<file path="src/rtl/mac_array_sequencer_if.sv">
// Array-side bus of mac_array_sequencer: weight/activation SRAM read strobes, the row-0
// instruction code, and the output-FIFO / column-0 valid feedback from the array.
interface mac_array_sequencer_if #(
    parameter int addr_bw = 11
) ();
    logic               w_rd_en;
    logic [addr_bw-1:0] w_addr;
    logic               x_rd_en;
    logic [addr_bw-1:0] x_addr;
    logic [1:0]         inst_w;
    logic               ofifo_full;
    logic               valid_in;

    modport master (
        output w_rd_en, w_addr, x_rd_en, x_addr, inst_w,
        input  ofifo_full, valid_in
    );

    modport slave (
        input  w_rd_en, w_addr, x_rd_en, x_addr, inst_w,
        output ofifo_full, valid_in
    );
endinterface

</file>
<file path="src/rtl/mac_array_sequencer.sv">
// Load / settle / execute / drain sequencer for the two-tap mac_tile array.
// Optional SEQ_PERF_CNT_EN adds perf_cycles and perf_stall job counters.
module mac_array_sequencer #(
    parameter int col     = 8,
    parameter int row     = 8,
    parameter int addr_bw = 11,
    parameter int len_bw  = 10
) (
    input  logic              clk,
    input  logic              reset,
    input  logic              start,
    input  logic [len_bw-1:0] cfg_len,
    input  logic              cfg_skip_ld,
    output logic              busy,
    output logic              done,
    mac_array_sequencer_if.master arr
`ifdef SEQ_PERF_CNT_EN
    ,
    output logic [31:0]       perf_cycles,
    output logic [15:0]       perf_stall
`endif
);
    localparam int LOAD_LEN = 2 * col;
    localparam int TMO      = row + col + 4;
    localparam int CNT_BW   = $clog2((LOAD_LEN > TMO) ? LOAD_LEN : TMO) + 1;
    localparam int NXT_BW   = len_bw + 1;

    typedef enum logic [2:0] {
        S_IDLE, S_LOAD, S_SETTLE, S_EXEC, S_DRAIN, S_DONE
    } state_t;

    state_t             state_q, state_d;
    logic [CNT_BW-1:0]  cnt_q, cnt_d;
    logic [NXT_BW-1:0]  nxt_q, nxt_d;
    logic [len_bw-1:0]  len_q, len_d;
    logic [len_bw-1:0]  vcnt_q, vcnt_d;
    logic               w_rd_en_q, w_rd_en_d;
    logic [addr_bw-1:0] w_addr_q, w_addr_d;
    logic               x_rd_en_q, x_rd_en_d;
    logic [addr_bw-1:0] x_addr_q, x_addr_d;
    logic [1:0]         inst_q;
    logic               busy_q, done_q;
    logic               stall_s;

    // Next state; read strobes and addresses are derived from the next state so they leave registered
    always_comb begin
        state_d   = state_q;
        cnt_d     = cnt_q;
        nxt_d     = nxt_q;
        len_d     = len_q;
        vcnt_d    = vcnt_q;
        w_addr_d  = w_addr_q;
        x_addr_d  = x_addr_q;
        w_rd_en_d = 1'b0;
        x_rd_en_d = 1'b0;
        stall_s   = 1'b0;

        if (state_q != S_IDLE && arr.valid_in && vcnt_q != {len_bw{1'b1}}) begin
            vcnt_d = vcnt_q + len_bw'(1);
        end else begin
            vcnt_d = vcnt_q;
        end

        case (state_q)
            S_IDLE: begin
                if (start) begin
                    len_d    = cfg_len;
                    vcnt_d   = '0;
                    cnt_d    = '0;
                    nxt_d    = '0;
                    w_addr_d = '0;
                    x_addr_d = '0;
                    if (!cfg_skip_ld) begin
                        state_d = S_LOAD;
                    end else if (cfg_len == '0) begin
                        state_d = S_DRAIN;
                    end else begin
                        state_d = S_EXEC;
                    end
                end else begin
                    state_d = S_IDLE;
                end
            end
            S_LOAD: begin
                if (cnt_q == CNT_BW'(LOAD_LEN - 1)) begin
                    state_d = S_SETTLE;
                    cnt_d   = '0;
                end else begin
                    cnt_d = cnt_q + CNT_BW'(1);
                end
            end
            S_SETTLE: begin
                if (cnt_q == CNT_BW'(col - 1)) begin
                    cnt_d   = '0;
                    state_d = (len_q == '0) ? S_DRAIN : S_EXEC;
                end else begin
                    cnt_d = cnt_q + CNT_BW'(1);
                end
            end
            S_EXEC: begin
                if (nxt_q == {len_q, 1'b0}) begin
                    state_d = S_DRAIN;
                    cnt_d   = '0;
                end else begin
                    state_d = S_EXEC;
                end
            end
            S_DRAIN: begin
                // cnt counts consecutive drain cycles without a valid_in pulse
                if (vcnt_q >= len_q) begin
                    state_d = S_DONE;
                end else begin
                    if (arr.valid_in) begin
                        cnt_d = '0;
                    end else begin
                        cnt_d = cnt_q + CNT_BW'(1);
                    end
                    if (cnt_d == CNT_BW'(TMO)) begin
                        state_d = S_DONE;
                    end else begin
                        state_d = S_DRAIN;
                    end
                end
            end
            S_DONE: begin
                state_d = S_IDLE;
            end
            default: begin
                state_d = S_IDLE;
            end
        endcase

        if (state_d == S_LOAD) begin
            w_rd_en_d = 1'b1;
            w_addr_d  = addr_bw'(cnt_d);
        end else begin
            w_rd_en_d = 1'b0;
        end

        // Backpressure is honoured only before an even (tap0) address, so pairs stay back-to-back
        if (state_d == S_EXEC) begin
            stall_s = !nxt_d[0] && arr.ofifo_full;
            if (!stall_s) begin
                x_rd_en_d = 1'b1;
                x_addr_d  = addr_bw'(nxt_d);
                nxt_d     = nxt_d + NXT_BW'(1);
            end else begin
                x_rd_en_d = 1'b0;
            end
        end else begin
            stall_s = 1'b0;
        end
    end

    // State, counters and registered outputs; inst_w trails the read strobes by one SRAM latency
    always_ff @(posedge clk) begin
        if (reset) begin
            state_q   <= S_IDLE;
            cnt_q     <= '0;
            nxt_q     <= '0;
            len_q     <= '0;
            vcnt_q    <= '0;
            w_rd_en_q <= 1'b0;
            w_addr_q  <= '0;
            x_rd_en_q <= 1'b0;
            x_addr_q  <= '0;
            inst_q    <= 2'b00;
            busy_q    <= 1'b0;
            done_q    <= 1'b0;
        end else begin
            state_q   <= state_d;
            cnt_q     <= cnt_d;
            nxt_q     <= nxt_d;
            len_q     <= len_d;
            vcnt_q    <= vcnt_d;
            w_rd_en_q <= w_rd_en_d;
            w_addr_q  <= w_addr_d;
            x_rd_en_q <= x_rd_en_d;
            x_addr_q  <= x_addr_d;
            inst_q    <= {x_rd_en_q, w_rd_en_q};
            busy_q    <= (state_d != S_IDLE);
            done_q    <= (state_d == S_DONE);
        end
    end

    assign arr.w_rd_en = w_rd_en_q;
    assign arr.w_addr  = w_addr_q;
    assign arr.x_rd_en = x_rd_en_q;
    assign arr.x_addr  = x_addr_q;
    assign arr.inst_w  = inst_q;
    assign busy        = busy_q;
    assign done        = done_q;

`ifdef SEQ_PERF_CNT_EN
    logic [31:0] perf_cycles_q;
    logic [15:0] perf_stall_q;

    // Job cycle and stall counters: cleared on start acceptance, frozen once DONE is reached
    always_ff @(posedge clk) begin
        if (reset) begin
            perf_cycles_q <= 32'd0;
            perf_stall_q  <= 16'd0;
        end else if (state_q == S_IDLE && start) begin
            perf_cycles_q <= 32'd0;
            perf_stall_q  <= {15'd0, stall_s};
        end else if (state_q != S_IDLE && state_q != S_DONE) begin
            if (perf_cycles_q != 32'hFFFF_FFFF) begin
                perf_cycles_q <= perf_cycles_q + 32'd1;
            end
            if (stall_s && perf_stall_q != 16'hFFFF) begin
                perf_stall_q <= perf_stall_q + 16'd1;
            end
        end
    end

    assign perf_cycles = perf_cycles_q;
    assign perf_stall  = perf_stall_q;
`endif
endmodule

</file>
<file path="src/flat_wrapper.sv">
// flat-port wrapper written by rule: the top's interface ports become plain ports
module mac_array_sequencer_flat 
#(
    parameter int col     = 8,
    parameter int row     = 8,
    parameter int addr_bw = 11,
    parameter int len_bw  = 10
)
  (clk, reset, start, cfg_len, cfg_skip_ld, busy, done, arr_w_rd_en, arr_w_addr, arr_x_rd_en, arr_x_addr, arr_inst_w, arr_ofifo_full, arr_valid_in);
  mac_array_sequencer_if #(.addr_bw(addr_bw)) arr_i ();
  input  logic clk;
  input  logic reset;
  input  logic start;
  input  logic [len_bw-1:0] cfg_len;
  input  logic cfg_skip_ld;
  output logic busy;
  output logic done;
  output wire logic [$bits(arr_i.w_rd_en)-1:0] arr_w_rd_en;
  output wire logic [$bits(arr_i.w_addr)-1:0] arr_w_addr;
  output wire logic [$bits(arr_i.x_rd_en)-1:0] arr_x_rd_en;
  output wire logic [$bits(arr_i.x_addr)-1:0] arr_x_addr;
  output wire logic [$bits(arr_i.inst_w)-1:0] arr_inst_w;
  input wire logic [$bits(arr_i.ofifo_full)-1:0] arr_ofifo_full;
  input wire logic [$bits(arr_i.valid_in)-1:0] arr_valid_in;
  assign arr_w_rd_en = arr_i.w_rd_en;
  assign arr_w_addr = arr_i.w_addr;
  assign arr_x_rd_en = arr_i.x_rd_en;
  assign arr_x_addr = arr_i.x_addr;
  assign arr_inst_w = arr_i.inst_w;
  assign arr_i.ofifo_full = arr_ofifo_full;
  assign arr_i.valid_in = arr_valid_in;
  mac_array_sequencer #(.col(col), .row(row), .addr_bw(addr_bw), .len_bw(len_bw)) u_core (.clk(clk), .reset(reset), .start(start), .cfg_len(cfg_len), .cfg_skip_ld(cfg_skip_ld), .busy(busy), .done(done), .arr(arr_i));
endmodule
</file>
<file path="config.mk">
export PLATFORM = sky130hd
export DESIGN_NAME = mac_array_sequencer_flat
export DESIGN_NICKNAME = d
export VERILOG_FILES = /design/src/rtl/mac_array_sequencer_if.sv /design/src/rtl/mac_array_sequencer.sv /design/src/flat_wrapper.sv
export SDC_FILE = /design/constraint.sdc
export NUM_CORES = 1
export LEC_CHECK = 0
export BUFFER_PORTS_ARGS = -buffer_cell sky130_fd_sc_hd__clkbuf_2
export CAP_MARGIN = 25
export CORE_MARGIN = 2
export CORE_UTILIZATION = 53
export DETAILED_ROUTE_END_ITERATION = 8
export GPL_TIMING_DRIVEN = 0
export PLACE_DENSITY = 0.74
export SLEW_MARGIN = 40
export SYNTH_ARGS = -nofsm -noshare
export SYNTH_HDL_FRONTEND = slang
export SYNTH_SLANG_ARGS = --single-unit
export TNS_END_PERCENT = 10
</file>
<file path="constraint.sdc">
create_clock -name clk -period 3.95 [get_ports clk]
set_input_delay 0.79 -clock clk [delete_from_list [all_inputs] [get_ports clk]]
set_output_delay 0.79 -clock clk [all_outputs]
set_load 0.05 [all_outputs]
</file>
Word-level counts from Yosys, hierarchy flattened
Cells that the tools add are included.
W data, S select, Z words.
{"block": "classes", "n_reduce_logical": 14, "n_eq_ne": 12, "muxes": 35, "n_lt_le_gt_ge": 1, "add_sub_neg": 3, "bitwise_logic": 1}
{"cell": "$mux W11", "count": 8}
{"cell": "$mux W6", "count": 11}
{"cell": "$mux W10", "count": 3}
{"cell": "$pmux W6 S5", "count": 1}
{"cell": "$mux W3", "count": 8}
{"cell": "$logic_not A10 Y1", "count": 2}
{"cell": "$pmux W3 S5", "count": 1}
{"cell": "$add A11 B1 Y11 const B", "count": 1}
{"cell": "$eq A11 B11 Y1", "count": 1}
{"cell": "$add A10 B1 Y10 const B", "count": 1}
{"cell": "$ge A10 B10 Y1", "count": 1}
{"cell": "$ne A10 B10 Y1 const B", "count": 1}
{"cell": "$eq A3 B2 Y1 const B", "count": 3}
{"cell": "$add A6 B1 Y6 const B", "count": 1}
{"cell": "$eq A3 B1 Y1 const B", "count": 2}
{"cell": "$eq A3 B3 Y1 const B", "count": 2}
{"cell": "$eq A6 B3 Y1 const B", "count": 1}
{"cell": "$eq A6 B4 Y1 const B", "count": 1}
{"cell": "$eq A6 B5 Y1 const B", "count": 1}
{"cell": "$reduce_bool A3 Y1", "count": 2}
{"cell": "$reduce_and A2 Y1", "count": 2}
{"cell": "$reduce_bool A2 Y1", "count": 2}
{"cell": "$logic_and A1 B1 Y1", "count": 3}
{"cell": "$logic_not A3 Y1", "count": 1}
{"cell": "4 further kinds", "count": 6}
{"block": "totals", "in_bits": 16, "reg_bits": 63}

Logic depth before layout (Yosys ltp)
Gate-level depths: netlist (run 1).
{"block": "logic_depth", "ltp_word": 11, "depth_mapped": 12, "depth_no_buf": 10}

Worst setup path before layout (run 1)
No wires, ideal clock.
{"block": "synth_path", "kind": "input-to-reg", "from": "input cfg_len[3]", "to": "register u_core.w_addr_q[3] (netlist: u_core.arr.w_addr[3])", "slack_ps": 1043, "cell_stages": 8, "t_arrival_ps": 2785, "setup_time_ps": 121, "n_path_buf": 1, "cell_sequence": "or4_4 -> nor4_4 -> a21oi_1 -> a2111oi_4 -> and2_1 -> or3b_4 -> buf_6 -> mux2_4"}
{"block": "synth_between", "elab_chain_cells": 8}
{"element": "from (decl)", "line_no": "flat_wrapper.sv:14", "rtl": "input logic [len_bw-1:0] cfg_len;"}
{"element": "$logic_not A10 Y1 *", "line_no": "mac_array_sequencer.sv:75", "rtl": "end else if (cfg_len == '0) begin"}
{"element": "$mux W3 *", "line_no": "mac_array_sequencer.sv:75"}
{"element": "$mux W3 *", "line_no": "mac_array_sequencer.sv:73", "rtl": "if (!cfg_skip_ld) begin"}
{"element": "$mux W3 *", "line_no": "mac_array_sequencer.sv:66", "rtl": "if (start) begin"}
{"element": "$pmux W3 S5 *", "line_no": "mac_array_sequencer.sv:64", "rtl": "case (state_q)"}
{"element": "$eq A3 B1 Y1 *", "line_no": "mac_array_sequencer.sv:133", "rtl": "if (state_d == S_LOAD) begin"}
{"element": "$reduce_bool A2 Y1 (no source line)"}
{"element": "$reduce_and A2 Y1 (no source line)"}
{"element": "to (signal assigned)", "line_no": "mac_array_sequencer.sv:177", "rtl": "w_addr_q <= w_addr_d;"}
{"element": "to (decl)", "line_no": "mac_array_sequencer.sv:38", "rtl": "logic [addr_bw-1:0] w_addr_q, w_addr_d;"}
Mark *: on every way between the ends. The rest lies on a longest branch, timed or not.
A chain may end at the register's enable or synchronous reset.

Worst setup path after layout (run 1)
{"block": "layout_path", "from": "register u_core.len_q[7]", "to": "register u_core.w_addr_q[3] (netlist: u_core.arr.w_addr[3])"}
{"block": "layout_between", "elab_chain_cells": 7}
{"element": "from (decl)", "line_no": "mac_array_sequencer.sv:35", "rtl": "logic [len_bw-1:0] len_q, len_d;"}
{"element": "from (signal assigned)", "line_no": "mac_array_sequencer.sv:174", "rtl": "len_q <= len_d;"}
{"element": "parallel branches: the longest is 7 deep, another holds $ge A10 B10 Y1"}
Several ways; the timed one is not identified.

==> results_dict.tcl, run 1 <==
set metrics [dict create \
    outcome "finished clean" \
    synth_cell_types 57 \
    vias_per_cell 5.484 \
    leakagePower_nw 1.604 \
    io_buffers 38 \
    finalCriticalPeriod_ns 3.019 \
    criticalPathCategory "reg -> reg" \
    avgSynthCellArea_um2 8.318 \
    synthFlopType "dfxtp_1" \
    syn2layout_area_growth_pct 15.00 \
    path_clk_slew_ns 0.08 \
    clk_root_buffer_cell "clkbuf_8" \
    chipHeight_um 83.04 \
    cts.sinks 63 \
    final_common_cell "dfxtp_1" \
    period_share_pct 76.43 \
    layout-drive-gt1-share_pct 19.96 \
    cts_setup_buffers 0 \
    dieArea_mm2 0.006895 \
    rsz0062_at_grt "no" \
    power.density_mw_per_mm2 404.8 \
    setup_violations 0 \
    die_x_um 83.04 \
    antenna_left 0 \
    mostFrequentLayoutCells "dfxtp_1 (63), nand2_1 (52), clkbuf_2 (39)" \
    io_pins 44 \
    tns_ns 0 \
    critPathLaunchType "flip-flop" \
    grt_usage_pct 22.69 \
    rr_worst_depth 10 \
    nets 480 \
    grt_max_degree 12 \
    cpMaxStageDelayCell "o311ai_0" \
    cts_tree "yes" \
    worstHoldPathCells 1 \
    finalWirelength_um 7555 \
    core.rowCount 28 \
    numCtsBuffers 9 \
    path_max_fanout 10 \
    cts_resized 0 \
    max-slew-margin-rel_pct 53.85 \
    crit_required_ns 4.19 \
    ys_seq_area_share_pct 38.10 \
    hold_buffers 0 \
    cts_buffer_depth 2 \
    ys_warn_count 0 \
    gp_congestion 0.9106 \
    h-tree-depth 3 \
    first_pass_iters 4 \
    wl_per_cell_um 14.23 \
    fmax_ghz 0.3312 \
    dpl.hpwl_um 5796 \
    synth_edf_count 0 \
    drv_slew 0 \
    arrival_ns 3.26 \
    vias 2912 \
    drv_cap 0 \
    fin_util_pct 63.55 \
    core_area_mm2 0.005991 \
    critical_path.max_stage_delay_ns 0.62 \
    ys_async_sr_fraction_pct 0 \
    hold_class "reg -> reg" \
    antenna_found_initial 0 \
    ys_seq_elements 63 \
    synthCells 398 \
    hold_viol_final 0 \
    worst_pin_slew_ns 0.6836 \
    drcViolationCount 0 \
    worst_clock_skew_ns 0.01177 \
    grt_pass1_vias 2667 \
    cp-end-kind "flip-flop" \
    syn_area_mm2 0.003311 \
    clk_latency_ns 0.35 \
    peakVddDrop_mv 0.2477 \
    initial_core_util_pct 55.26 \
    drtIter0Drc 164 \
    crit_chain "inv_1 -> ha_1 -> a21oi_1 -> nor2_1 -> a2111o_1 -> o311ai_0 -> and2_1 -> or3b_4 -> buf_6 -> mux2_4" \
    grt_pass1_wl_um 12660 \
    diodes 0 \
    grt-ovfl-total 0 \
]
## cells in the mapped netlist, types with 3 or more instances
| library cell | number | share of area, % |
|---|---|---|
| ha_1 | 13 | 4.9 |
| xor2_1 | 18 | 4.8 |
| nor3_1 | 6 | 0.91 |
| or3_1 | 10 | 1.9 |
| buf_2 | 4 | 0.60 |
| and2_1 | 5 | 0.94 |
| clkbuf_1 | 8 | 0.91 |
| o21ai_2 | 9 | 2.4 |
| o21ai_0 | 17 | 2.6 |
| nor2b_1 | 4 | 0.76 |
| buf_6 | 3 | 1.0 |
| nand2_1 | 52 | 5.9 |
| inv_1 | 20 | 2.3 |
| nand4_1 | 11 | 2.1 |
| nand2b_1 | 3 | 0.57 |
| nor2_1 | 37 | 4.2 |
| buf_4 | 6 | 1.4 |
| a21oi_1 | 26 | 3.9 |
| and3_1 | 6 | 1.1 |
| dfxtp_1 | 63 | 38 |
| nor4_1 | 4 | 0.76 |
| nand3_1 | 23 | 3.5 |
| a22oi_1 | 4 | 0.91 |
| xnor2_1 | 3 | 0.79 |
## registers in the layout (all words and copies together), names as in the netlist
register            flops
u_core.vcnt_q          10
u_core.cnt_q            6
u_core.arr.w_addr       6
u_core.nxt_q           11
u_core.busy             1
u_core.done             1
u_core.arr.inst_w       2
u_core.arr.x_addr      11
u_core.len_q           10
u_core.arr.x_rd_en      1
u_core.arr.w_rd_en      1
u_core.state_q          3
## report_power, final
part           switching, W  total [W]  internal [W]
Combinational      0.000196   0.000295     0.0000991
Sequential        0.0000219   0.000680      0.000658
Clock              0.000261   0.000566      0.000305
Total              0.000479    0.00154       0.00106
## path summary, 6_finish.rpt
| kind | startpoint | end | slack, ns |
|---|---|---|---|
| worst min register to register | u_core.arr.x_rd_en | u_core.arr.inst_w[1] | 0.46 |
| worst max register to register | u_core.len_q[7] | u_core.arr.w_addr[3] | 0.93 |
| worst min-delay path | u_core.arr.x_rd_en | u_core.arr.inst_w[1] | 0.46 |
| worst max-delay path | u_core.len_q[7] | u_core.arr.w_addr[3] | 0.93 |
## critical path, delay by kind of cell (launching register included)
kind / cells / cell delay, ns
mux: 1 / 0.30
compound gates: 3 / 1.17
fa+ha+maj: 1 / 0.30
buf+inv: 2 / 0.21
simple gates: 3 / 0.55
flops: 1 / 0.40
## layer usage
layer	global-route usage [%]	vias up	share of wire (%)	wire, um
met5	0	-	0	0
met1	31.12	1328	49	3729
met2	34.90	82	44	3348
met4	7.899	0	1.6	121
met3	5.467	10	4.7	355
li1	-	1492	-	-
## area by class of cell
type | count | area, um2
clock inverter | 6 | 60.06
timing repair buffer | 38 | 190.2
fill | 546 | 2183
inverter | 20 | 75.07
tap | 75 | 93.84
sequential | 63 | 1261
clock buffer | 10 | 137.6
buffer | 22 | 133.9
multi-input combinational | 297 | 1856
## through the flow
step                worst slack, ns  total power [W]  cell area (um2)  std cells  hold slack, ns
CTS                          0.9290         0.001552             3807        531          0.4650
detailed placement           0.7212        0.0009886             3610        515          0.4544
global route                 0.7399         0.001614             3807        531          0.4774
finish                       0.9308         0.001541             3807        531          0.4614
global placement             0.7420        0.0009843             3610        515          0.4500
floorplan                     1.043        0.0009154             3326        402          0.4656
## cell families after synthesis
group,count (synthesis),synth area share (%)
xor+xnor,21,5.556
fa+ha+maj,13,4.913
other cells,1,0.1133
flops,63,38.10
compound gates,79,16.36
buf+inv,42,6.311
mux,5,1.738
simple gates,174,26.91
Power figures use the tool's default switching activity.
==> inputs of run 2 (changes only) <==
- clock period: 3.95 -> 2.79 ns (I/O delays scaled with it)
==> results_dict.tcl, run 2 (synthesis gave the netlist of run 1 again) <==
set metrics [dict create \
    outcome "finished clean" \
    fmax_ghz 0.3726 \
    crit_chain "inv_1 -> ha_1 -> nand4_1 -> a211oi_1 -> a2111o_1 -> o311ai_4 -> and2_4 -> or3b_4 -> buf_6 -> mux2_4" \
    grt_usage_pct 22.73 \
    mostFrequentLayoutCells "dfxtp_1 (62), nand2_1 (52), clkbuf_2 (39)" \
    antenna_found_initial 0 \
    finalWirelength_um 7679 \
    finalCriticalPeriod_ns 2.684 \
    period_share_pct 96.19 \
    worstHoldPathCells 3 \
    pre_cts_ws_ns -0.2177 \
    dieArea_mm2 0.006895 \
    power.density_mw_per_mm2 570.5 \
    r2r_slack_ns 0.11 \
    numCtsBuffers 9 \
    cp-end-kind "flip-flop" \
    final_common_cell "dfxtp_1" \
    grt_pass1_wl_um 12700 \
    gp_congestion 0.9106 \
    top_layer "met4" \
    rr_endpoint "u_core.arr.w_addr[3]" \
    diodes 0 \
    peakVddDrop_mv 0.3547 \
    drcViolationCount 0 \
    antenna_left 0 \
    layout-drive-gt1-share_pct 21.49 \
    io_pins 44 \
    wl_met1_um 3649 \
    cts_tree "yes" \
    grt-ovfl-total 0 \
    max-slew-margin-rel_pct 63.30 \
    rsz0062_at_grt "yes" \
    crit_buf_inv 2 \
    hold_class "in -> reg" \
    grt_max_degree 12 \
    chipHeight_um 83.04 \
    io_buffers 38 \
    hold_viol_final 0 \
    nets 480 \
    placed_cells 515 \
    stdcell_count 531 \
    cts.sinks 63 \
    grt_pass1_vias 2681 \
    cts_setup_buffers 0 \
    hold_buffers 0 \
    setup_violations 0 \
    core.rowCount 28 \
    die_x_um 83.04 \
    first_pass_iters 5 \
    dr_wl_met3_um 440 \
    arrival_ns 2.92 \
    dpl.hpwl_um 5796 \
    multiInputGateArea_mm2 0.001908 \
    path_clk_slew_ns 0.07 \
    cts_buffer_depth 2 \
    wl_met2_um 3451 \
    p_total_w 0.002203 \
    crit_path_start "u_core.len_q[9]" \
    drv_cap 0 \
    fin_util_pct 64.45 \
    cts_resized 2 \
    ff_latch_area_mm2 0.001262 \
    drv_slew 0 \
    vias_per_cell 5.537 \
    cp_top_family "simple AND/OR/NAND/NOR gates" \
    hold_slack_ns 0.4445 \
    syn2layout_area_growth_pct 16.63 \
    drtIter0Drc 213 \
    criticalPathCategory "reg -> reg" \
    h-tree-depth 3 \
    wl_per_cell_um 14.46 \
    rr_worst_depth 10 \
    vias 2940 \
    crit_required_ns 3.03 \
    clk_root_buffer_cell "clkbuf_8" \
    critPathLaunchType "flip-flop" \
    initial_core_util_pct 55.26 \
    r2r_start "u_core.len_q[9]" \
    core_area_mm2 0.005991 \
    min_from "cfg_len[3]" \
    fin_ws_ns 0.1064 \
    whs_endpoint "u_core.len_q[3]" \
    worst_pin_slew_ns 0.5505 \
    fill_cells 543 \
    cpMaxStageDelayCell "dfxtp_1" \
    clk_latency_ns 0.35 \
    path_max_fanout 10 \
    critical_path.max_stage_delay_ns 0.41 \
    worst_clock_skew_ns 0.01381 \
    leakagePower_nw 1.618 \
]
run 2: cell counts in the layout (fill, tap and decap cells not counted):
Identical to the previous run, type by type.
run 2: routing by layer:
metal  global-route usage, %  up-vias
li1                        -     1493
met1                   31.12     1346
met2                   35.04       89
met3                   5.467       12
met4                   7.899        0
met5                       0        -
run 2: worst max-delay path by stage:
stage / end / slack [ns] / depth (start not counted)
floorplan: u_core.arr.w_addr[3] / 0.10 / 10
detailed placement: u_core.arr.w_addr[3] / -0.22 / 10
global route: u_core.arr.w_addr[3] / -0.03 / 10
global placement: u_core.arr.w_addr[3] / -0.19 / 9
CTS: u_core.arr.w_addr[3] / 0.004 / 8
finish: u_core.arr.w_addr[3] / 0.11 / 10
run 2: power breakdown:
group	total, W	internal [W]	switching, W
Sequential	0.000964	0.000933	0.0000317
Combinational	0.000437	0.000149	0.000288
Clock	0.000802	0.000432	0.000370
run 2: final cells by class:
class,instances,area share [%]
multi-input cells,297,49.42
inverters,20,1.944
clock inverters,6,1.555
clock buffers,10,3.564
repair buffers,38,4.925
flip-flops and latches,63,32.70
plain buffers,22,3.467
well taps,75,2.430
run 2: per-stage QoR:
stage / area [um2] / setup TNS, ns
2_1_floorplan: 3326 / 0
3_3_place_gp: 3610 / -0.6964
3_5_place_dp: 3610 / -1.177
4_1_cts: 3815 / 0
5_1_grt: 3861 / -0.03346
6_report: 3861 / 0
run 2: worst register-to-register path: stages, from the launching register on:
cell	delay, ns
dfxtp_1	0.41
inv_1	0.07
ha_1	0.31
nand4_1	0.14
a211oi_1	0.21
a2111o_1	0.25
o311ai_4	0.14
and2_4	0.20
or3b_4	0.40
buf_6	0.15
mux2_4	0.29
==> inputs of run 3 (changes only) <==
- ABC_AREA: default -> 1
- PLACE_DENSITY: 0.74 -> 0.73
==> results_dict.tcl, run 3 <==
set metrics [dict create \
    outcome "finished clean" \
    setup_violations 0 \
    r2r_start "u_core.state_q[2]" \
    drv_slew 0 \
    fin_area_mm2 0.004597 \
    layout-drive-gt1-share_pct 16.91 \
    initial_core_util_pct 55.23 \
    cts_buffer_depth 2 \
    placed_cells 763 \
    finalCriticalPeriod_ns 2.238 \
    leakagePower_nw 2.059 \
    antenna_left 0 \
    drtIter0Drc 169 \
    crit_path_start "u_core.state_q[2]" \
    drv_cap 0 \
    clk_latency_ns 0.35 \
    yosys.area.top_type "dfxtp_1" \
    clk_root_buffer_cell "clkbuf_8" \
    ys_seq_elements 63 \
    ys_seq_area_share_pct 31.15 \
    diodes 0 \
    fmax_ghz 0.4468 \
    syn2layout_area_growth_pct 13.54 \
    cts_tree "yes" \
    dieArea_mm2 0.008355 \
    gp_congestion 0.9091 \
    postPlaceCellArea_mm2 0.004373 \
    crit_buf_inv 3 \
    io_buffers 37 \
    vias_per_cell 5.044 \
    use_met3_pct 5.228 \
    arrival_ns 2.51 \
    top_usage_layer "met2" \
    cts_setup_buffers 0 \
    cpMaxStageDelayCell "dfxtp_1" \
    io_pins 44 \
    rsz0062_at_grt "no" \
    core.rowCount 31 \
    grt_pass1_vias 3738 \
    synth_top_area_share_pct 31.15 \
    ys_warn_count 0 \
    min_from "u_core.arr.x_rd_en" \
    critPathLaunchType "flip-flop" \
    wl_per_cell_um 12.47 \
    numCtsBuffers 9 \
    h-tree-depth 3 \
    vias 3929 \
    mostFrequentLayoutCells "nand2_1 (178), nor2_1 (87), inv_1 (72)" \
    cp-end-kind "flip-flop" \
    core_area_mm2 0.007331 \
    crit_chain "inv_2 -> nand3_4 -> inv_6 -> nor2_2 -> ha_1 -> inv_1 -> nor2_1 -> xor2_1 -> nand2_1 -> o21ai_1 -> nand3_1 -> a21oi_1" \
    final_common_cell "nand2_1" \
    grt_pass1_wl_um 17210 \
    synthFlopType "dfxtp_1" \
    period_share_pct 80.21 \
    power.density_mw_per_mm2 551.4 \
    tns_ns 0 \
    drcViolationCount 0 \
    finalWirelength_um 9715 \
    die_x_um 91.41 \
    criticalPathCategory "reg -> reg" \
    hold_viol_final 0 \
    avgSynthCellArea_um2 6.499 \
    synthCells 623 \
    synth_cell_types 40 \
    max-slew-margin-rel_pct 58.27 \
    cts_resized 0 \
    grt_max_degree 11 \
    worst_pin_slew_ns 0.6260 \
    syn_area_mm2 0.004049 \
    stdcell_count 779 \
    synth_edf_count 0 \
    crit_required_ns 3.06 \
    yosysMostFrequentCell "nand2_1" \
    pre_cts_ws_ns 0.4655 \
    ys_top_cells_by_count "nand2_1 (178), nor2_1 (87), inv_1 (72)" \
    dpl.hpwl_um 7410 \
    synthTopCellsByArea "dfxtp_1 (31%), nand2_1 (17%), nor2_1 (8.1%)" \
    nets 704 \
    grt_usage_pct 25.30 \
    worst_clock_skew_ns 0.01045 \
    grt-ovfl-total 0 \
    hold_class "reg -> reg" \
    hold_buffers 0 \
    ys_async_sr_fraction_pct 0 \
    path_max_fanout 10 \
    path_clk_slew_ns 0.07 \
    cts.sinks 63 \
    fin_ws_ns 0.5521 \
    peakVddDrop_mv 0.2935 \
    grt_util_met2_pct 44.42 \
    antenna_found_initial 0 \
    cp_top_family "simple AND/OR/NAND/NOR gates" \
    chipHeight_um 91.41 \
    first_pass_iters 5 \
    critical_path.max_stage_delay_ns 0.42 \
    gr-usage-met1_pct 31.11 \
]
[run 3: changes by cell type in the layout (fill, tap and decap cells not counted), moves of 7 or more]
cell     previous run  this run
a21oi_1            26        33
a21oi_2             0        11
inv_1              20        72
nand2_1            52       178
nand3_1            23        41
nand3_2             0        12
nor2_1             37        87
o21ai_0            17        25
o21ai_2             9         0
or3_1              10         0
xor2_1             18         9
[run 3: cell families (layout without fill, tap and decap cells)]
group | after synthesis | in the layout | share of synthesized area (%)
xor+xnor | 12 | 12 | 2.596
fa+ha+maj | 13 | 13 | 4.017
simple gates | 357 | 357 | 39.93
other cells | 1 | 5 | 0.09262
flops | 63 | 63 | 31.15
buf+inv | 104 | 157 | 12.02
compound gates | 73 | 73 | 10.20
[run 3: final timing paths]
path / end / slack (ns) / cells past startpoint
max: u_core.nxt_q[4] / 0.55 / 12
min: u_core.arr.inst_w[1] / 0.42 / 2
max reg2reg: u_core.nxt_q[4] / 0.55 / 12
min reg2reg: u_core.arr.inst_w[1] / 0.42 / 2
[run 3: tightest hold or removal path: stages (launching register included)]
cell	delay (ns)
dfxtp_1	0.31
inv_1	0.04
nor2_1	0.03
[run 3: layer usage]
layer,part of all wire [%],vias up,wire [um]
met4,1.9,0,181
met1,45,1782,4336
met2,50,77,4869
met3,3.4,17,328
met5,0,-,0
li1,-,2053,-
[run 3: report_power, final]
group	internal [W]	leakage, nW	switching, W	total (W)
sequential	0.000950	0.512	0.0000405	0.000991
combinational	0.000197	1.43	0.000443	0.000641
clock	0.000551	0.114	0.000352	0.000904
[run 3: final cells by class]
cell class | instances | area, um2
clock inverters | 3 | 65.06
multi-input cells | 460 | 2316
inverters | 80 | 305.3
clock buffers | 13 | 158.9
repair buffers | 37 | 185.2
fillers | 695 | 2734
flip-flops and latches | 63 | 1261
plain buffers | 24 | 181.4
well taps | 99 | 123.9
[run 3: stage by stage]
stage	total power, W	utilization (%)	hold WS (ns)
2_1_floorplan	0.001502	-	0.4730
5_1_grt	0.002673	62.71	0.4555
6_report	0.002535	62.71	0.4164
4_1_cts	0.002550	62.71	0.4170
3_3_place_gp	0.001640	59.65	0.4061
3_5_place_dp	0.001648	59.65	0.4125
